## config.mk

```make
export PLATFORM = sky130hd
export DESIGN_NAME = xsw_port_drain
export DESIGN_NICKNAME = d
export VERILOG_FILES = /design/src/rtl/xsw_port_drain.sv
export SDC_FILE = /design/constraint.sdc
export NUM_CORES = 1
export LEC_CHECK = 0
export BUFFER_PORTS_ARGS = -buffer_cell sky130_fd_sc_hd__buf_2
export CORE_ASPECT_RATIO = 1.2
export CORE_MARGIN = 3
export CORE_UTILIZATION = 55
export CTS_CLUSTER_SIZE = 8
export DETAILED_ROUTE_END_ITERATION = 7
export GPL_TIMING_DRIVEN = 0
export PLACE_DENSITY_LB_ADDON = 0.2
export SYNTH_ARGS = -nofsm -noshare
export SYNTH_HDL_FRONTEND = slang
export SYNTH_SLANG_ARGS = --single-unit
```

## constraint.sdc

```tcl
create_clock -name clk -period 2.68 [get_ports clk]
set_input_delay 0.536 -clock clk [delete_from_list [all_inputs] [get_ports clk]]
set_output_delay 0.536 -clock clk [all_outputs]
set_load 0.05 [all_outputs]
```

## src/rtl/xsw_port_drain.sv

```systemverilog
// Drains one switch output port into a small local FIFO. Each word is read
// with an IDLE/REQ/CAPT sequence, and words tagged for another port are counted as misroutes.
module xsw_port_drain #(
    parameter int DATA_W  = 8,
    parameter int ADDR_W  = 8,
    parameter int PORT_ID = 0,
    parameter int DEPTH   = 4
) (
    input  logic              clk,
    input  logic              reset,
    input  logic              en,
    input  logic              data_rdy,
    output logic              rd_en,
    input  logic [DATA_W-1:0] data_out,
    input  logic [ADDR_W-1:0] addr_out,
    output logic              m_valid,
    input  logic              m_ready,
    output logic [DATA_W-1:0] m_data,
    input  logic              clr_cnt,
    output logic [15:0]       pkt_cnt,
    output logic [7:0]        err_cnt,
    output logic              err_flag,
    output logic [1:0]        state_dbg
);

    localparam int PW = $clog2(DEPTH);
    localparam int CW = PW + 1;
    localparam logic [ADDR_W-1:0] MY_ADDR = ADDR_W'(PORT_ID);
    localparam logic [CW-1:0]     FULL_CNT = CW'(DEPTH);

    typedef enum logic [1:0] {
        IDLE = 2'd0,
        REQ  = 2'd1,
        CAPT = 2'd2
    } state_t;

    state_t            state, state_next;
    logic [DATA_W-1:0] mem [DEPTH];
    logic [PW-1:0]     wr_ptr, rd_ptr;
    logic [CW-1:0]     count;
    logic              push, pop, miss;

    // Sink handshake: a word moves on any edge where m_valid && m_ready;
    // m_valid never depends on m_ready and m_data holds until that edge.
    assign m_valid   = (count != '0);
    assign m_data    = mem[rd_ptr];
    assign pop       = m_valid && m_ready;
    assign push      = (state == CAPT) && (addr_out == MY_ADDR);
    assign miss      = (state == CAPT) && (addr_out != MY_ADDR);
    assign state_dbg = state;

    always_comb begin
        state_next = state;
        case (state)
            IDLE: if (en && data_rdy && (count < FULL_CNT)) state_next = REQ;
            REQ:  state_next = CAPT;
            CAPT: state_next = IDLE;
            default: state_next = IDLE;
        endcase
    end

    always_ff @(posedge clk or negedge reset) begin
        if (!reset) begin
            state <= IDLE;
            rd_en <= 1'b0;
        end else begin
            state <= state_next;
            rd_en <= (state_next == REQ);
        end
    end

    // Only one read is ever outstanding, so a push can never hit a full buffer.
    always_ff @(posedge clk or negedge reset) begin
        if (!reset) begin
            wr_ptr <= '0;
            rd_ptr <= '0;
            count  <= '0;
        end else begin
            if (push) wr_ptr <= wr_ptr + 1'b1;
            if (pop)  rd_ptr <= rd_ptr + 1'b1;
            case ({push, pop})
                2'b10:   count <= count + 1'b1;
                2'b01:   count <= count - 1'b1;
                default: count <= count;
            endcase
        end
    end

    always_ff @(posedge clk) begin
        if (push) mem[wr_ptr] <= data_out;
    end

    always_ff @(posedge clk or negedge reset) begin
        if (!reset) begin
            pkt_cnt  <= '0;
            err_cnt  <= '0;
            err_flag <= 1'b0;
        end else if (clr_cnt) begin
            pkt_cnt  <= '0;
            err_cnt  <= '0;
            err_flag <= 1'b0;
        end else begin
            if (push && (pkt_cnt != 16'hFFFF)) pkt_cnt <= pkt_cnt + 16'd1;
            if (miss && (err_cnt != 8'hFF))    err_cnt <= err_cnt + 8'd1;
            if (miss)                          err_flag <= 1'b1;
        end
    end

endmodule

```

==> metrics <==
antenna violations before repair=0; worst vdd ir=423.3 uV; Avg Inst Size Synth=12.65 um^2; leakage=1.480 nW; # diodes=0; Clock Root Buffer=clkbuf_8; vias per inst=5.961; fin crit share=between 90% and 100%; Seq cells post-synth=67; core area=about 0.0054 mm^2; cells along the critical path=buf_2 > or4_4 > nor3_4 > inv_1 > clkbuf_1 > ha_1 > inv_1 > fa_1 > xor2_1 > nor2_1 > xor2_1; Syn. warnings=0; synthesized area=0.003125 mm^2; CP Class=in -> reg; top_reg_cell synth=dfrtp_1; Final Max Tran Viols=0; crit path max fanout=10; CTS sink count=67; die footprint=between 0.006 and 0.007 mm^2; Initial Util=between 50 and 60%; DR iter-0 viols=117; Post-route DRC=0; DR vias=about 2300; DP Wirelength=4578 um; Final Hold Fails=0; WL per Instance=between 15 and 20 um; layout cells sized above 1=29.41%; vias in the first global route=2146; slowest CP cell=or4_4; Max stage delay on crit path=roughly 0.57 ns; R2R Path Start=state_dbg[0]; Post-synth ARST share=52.24%; first-pass GRT wire length=around 11000 um; critical path endpoint category=register; Rel. slew slack=47.22%; total gr overflow=0; Critical path buffers and inverters=4; Power Density=715.9 mW/mm^2; sequential-to-total area share from yosys stat=between 50 and 60%; CTS H-Tree Depth=3; dpl cells=367; CP arrival=about 2.7 ns; synth unique cells=37; # setup viols final=0; Worst-Skew Late Latency=between 0.3 and 0.4 ns; clk_skew=0.008992 ns; Syn Nets=277; Worst Tran Pin Value=approximately 0.8 ns; Pwr Total=0.002642 W; final setup TNS=0 ns; Layout Nets=348; reg-to-reg endpoint=count[2]; Area Growth Syn to Fin=18.09%; GR Util All Layers=21.49%; CTS tree=done; Setup WS post-layout=around 0.24 ns; Worst Path Required=2.89 ns; Cells after Synth=247; status=complete, no violations; Final Non-Filler Cells=385; max_cap viols=0; Ports=59; TritonRoute pass-1 iters=4; RSZ-0062 raised after global routing=false; CTS clk-pin slew, worst paths=0.07 ns; Die Height=approximately 89 um; Routed Antenna Nets=0; Hold Path Class=in -> async; IO Port Bufs=slightly below 60; clock tree buffer depth=2; pin count of the biggest net entering global routing=36; DIE WIDTH=74.82 um; Place WS=-0.2405 ns; critical path startpoint category=input pin; CP top delay family=simple AND/OR/NAND/NOR gates; achievable clock frequency=~410 MHz; Num CTS Buffers=9; Placer Congestion=0.8435; Routed WL=6443 um; R2R cell count=10; fin crit period=roughly 2.4 ns; Core Rows=29; Hold WS=0.2834 ns; Worst R2R Setup Slack=0.29 ns; EDFF count, synth=32
flip-flops by register name, summed over array words and instances (netlist names):
register and cells:
count 3, err_cnt 8, mem 32, pkt_cnt 16
err_flag 1, state_dbg 2, wr_ptr 2, rd_en 1
rd_ptr 2
cells in the final DEF (no fill, tap or decap), types with 2 or more instances in the layout:
cell and instances:
mux2_2 4, o31ai_1 13, ha_1 7, nor2b_1 7, inv_1 10, dfrtp_1 35
buf_4 3, nor4_1 6, xnor2_1 3, and2_1 5, clkbuf_1 8, or4_4 3
a21oi_1 21, nor4b_1 2, or4_1 14, edfxtp_1 32, clkinvlp_4 3, nand3_1 9
o21ai_0 7, nand2_1 11, mux4_2 8, nor3_1 3, clkbuf_8 9, nor2_1 7
clkinv_4 2, nand4_1 8, or3_1 6, xor2_1 3, buf_2 58
routing by layer:
metal	vias to the layer above	wire, um	part of all wire (%)	global-route usage, %
met5	-	0	0	0
met4	0	85	1.3	7.282
met3	8	298	4.6	4.318
met2	61	3287	51	34.13
met1	1121	2772	43	29.62
li1	1105	-	-	-
Yosys cell counts (8+ instances only):
master | n | area (um^2)
a21oi_1 | 21 | 105.1
clkbuf_1 | 9 | 33.78
dfrtp_1 | 35 | 875.8
edfxtp_1 | 32 | 960.9
inv_1 | 10 | 37.54
mux4_2 | 8 | 180.2
nand2_1 | 11 | 41.29
nand3_1 | 9 | 45.04
nand4_1 | 8 | 50.05
o31ai_1 | 13 | 97.59
or4_1 | 14 | 105.1
stage by stage:
stage | util [%] | instance area (um^2)
after floorplan | - | 3126
final | 68.27 | 3691
after global placement | 64.61 | 3493
after global routing | 68.27 | 3691
after detailed placement | 64.61 | 3493
after CTS | 67.79 | 3665
kinds of logic after synthesis:
group                    count (synthesis)  synth area share (%)
AO/OA/AOI/OAI                           43                 8.166
XOR/XNOR                                 6                 1.682
adder cells (fa/ha/maj)                  8                 3.443
buffers and inverters                   21                 2.762
flip-flops                              67                 58.77
multiplexers                            13                 7.526
AND/OR/NAND/NOR                         89                 17.65
where the power goes:
part	total, W	switching [W]	internal [W]
combinational	0.000712	0.000469	0.000243
sequential	0.00121	0.0000782	0.00113
clock	0.000720	0.000385	0.000335
worst reg2reg max path, stage by stage (launching register included):
cell and delay, ns:
dfrtp_1 0.46, nand2b_1 0.25, nor3_4 0.09, inv_1 0.07, clkbuf_1 0.34, ha_1 0.25
inv_1 0.06, fa_1 0.37, xor2_1 0.15, nor2_1 0.11, xor2_1 0.16
worst max path at each step:
stage | from | slack (ns) | cells past startpoint | endpoint
floorplan | addr_out[5] | 0.15 | 10 | count[2]
global placement | addr_out[5] | -0.17 | 11 | count[2]
detailed placement | addr_out[5] | -0.24 | 11 | count[2]
CTS | rd_ptr[0] | 0.04 | 3 | m_data[3]
global route | state_dbg[0] | 0.06 | 10 | count[2]
finish | addr_out[1] | 0.24 | 11 | count[2]
area by class of cell:
type / instances / area [um^2]
buffer: 10 / 46.29
clock buffer: 10 / 127.6
clock inverter: 6 / 43.79
fill: 412 / 1715
inverter: 10 / 37.54
multi-input combinational: 159 / 1209
sequential: 67 / 1837
tap: 62 / 77.57
timing repair buffer: 61 / 312.8
repair_timing:
action / CTS / global route
gates resized for setup: 0 / 3
hold buffers: 0 / 0
endpoints found under the setup margin: 0 / 20
buffers inserted: 0 / 3
Note: power is estimated with default switching activity, not from simulation.
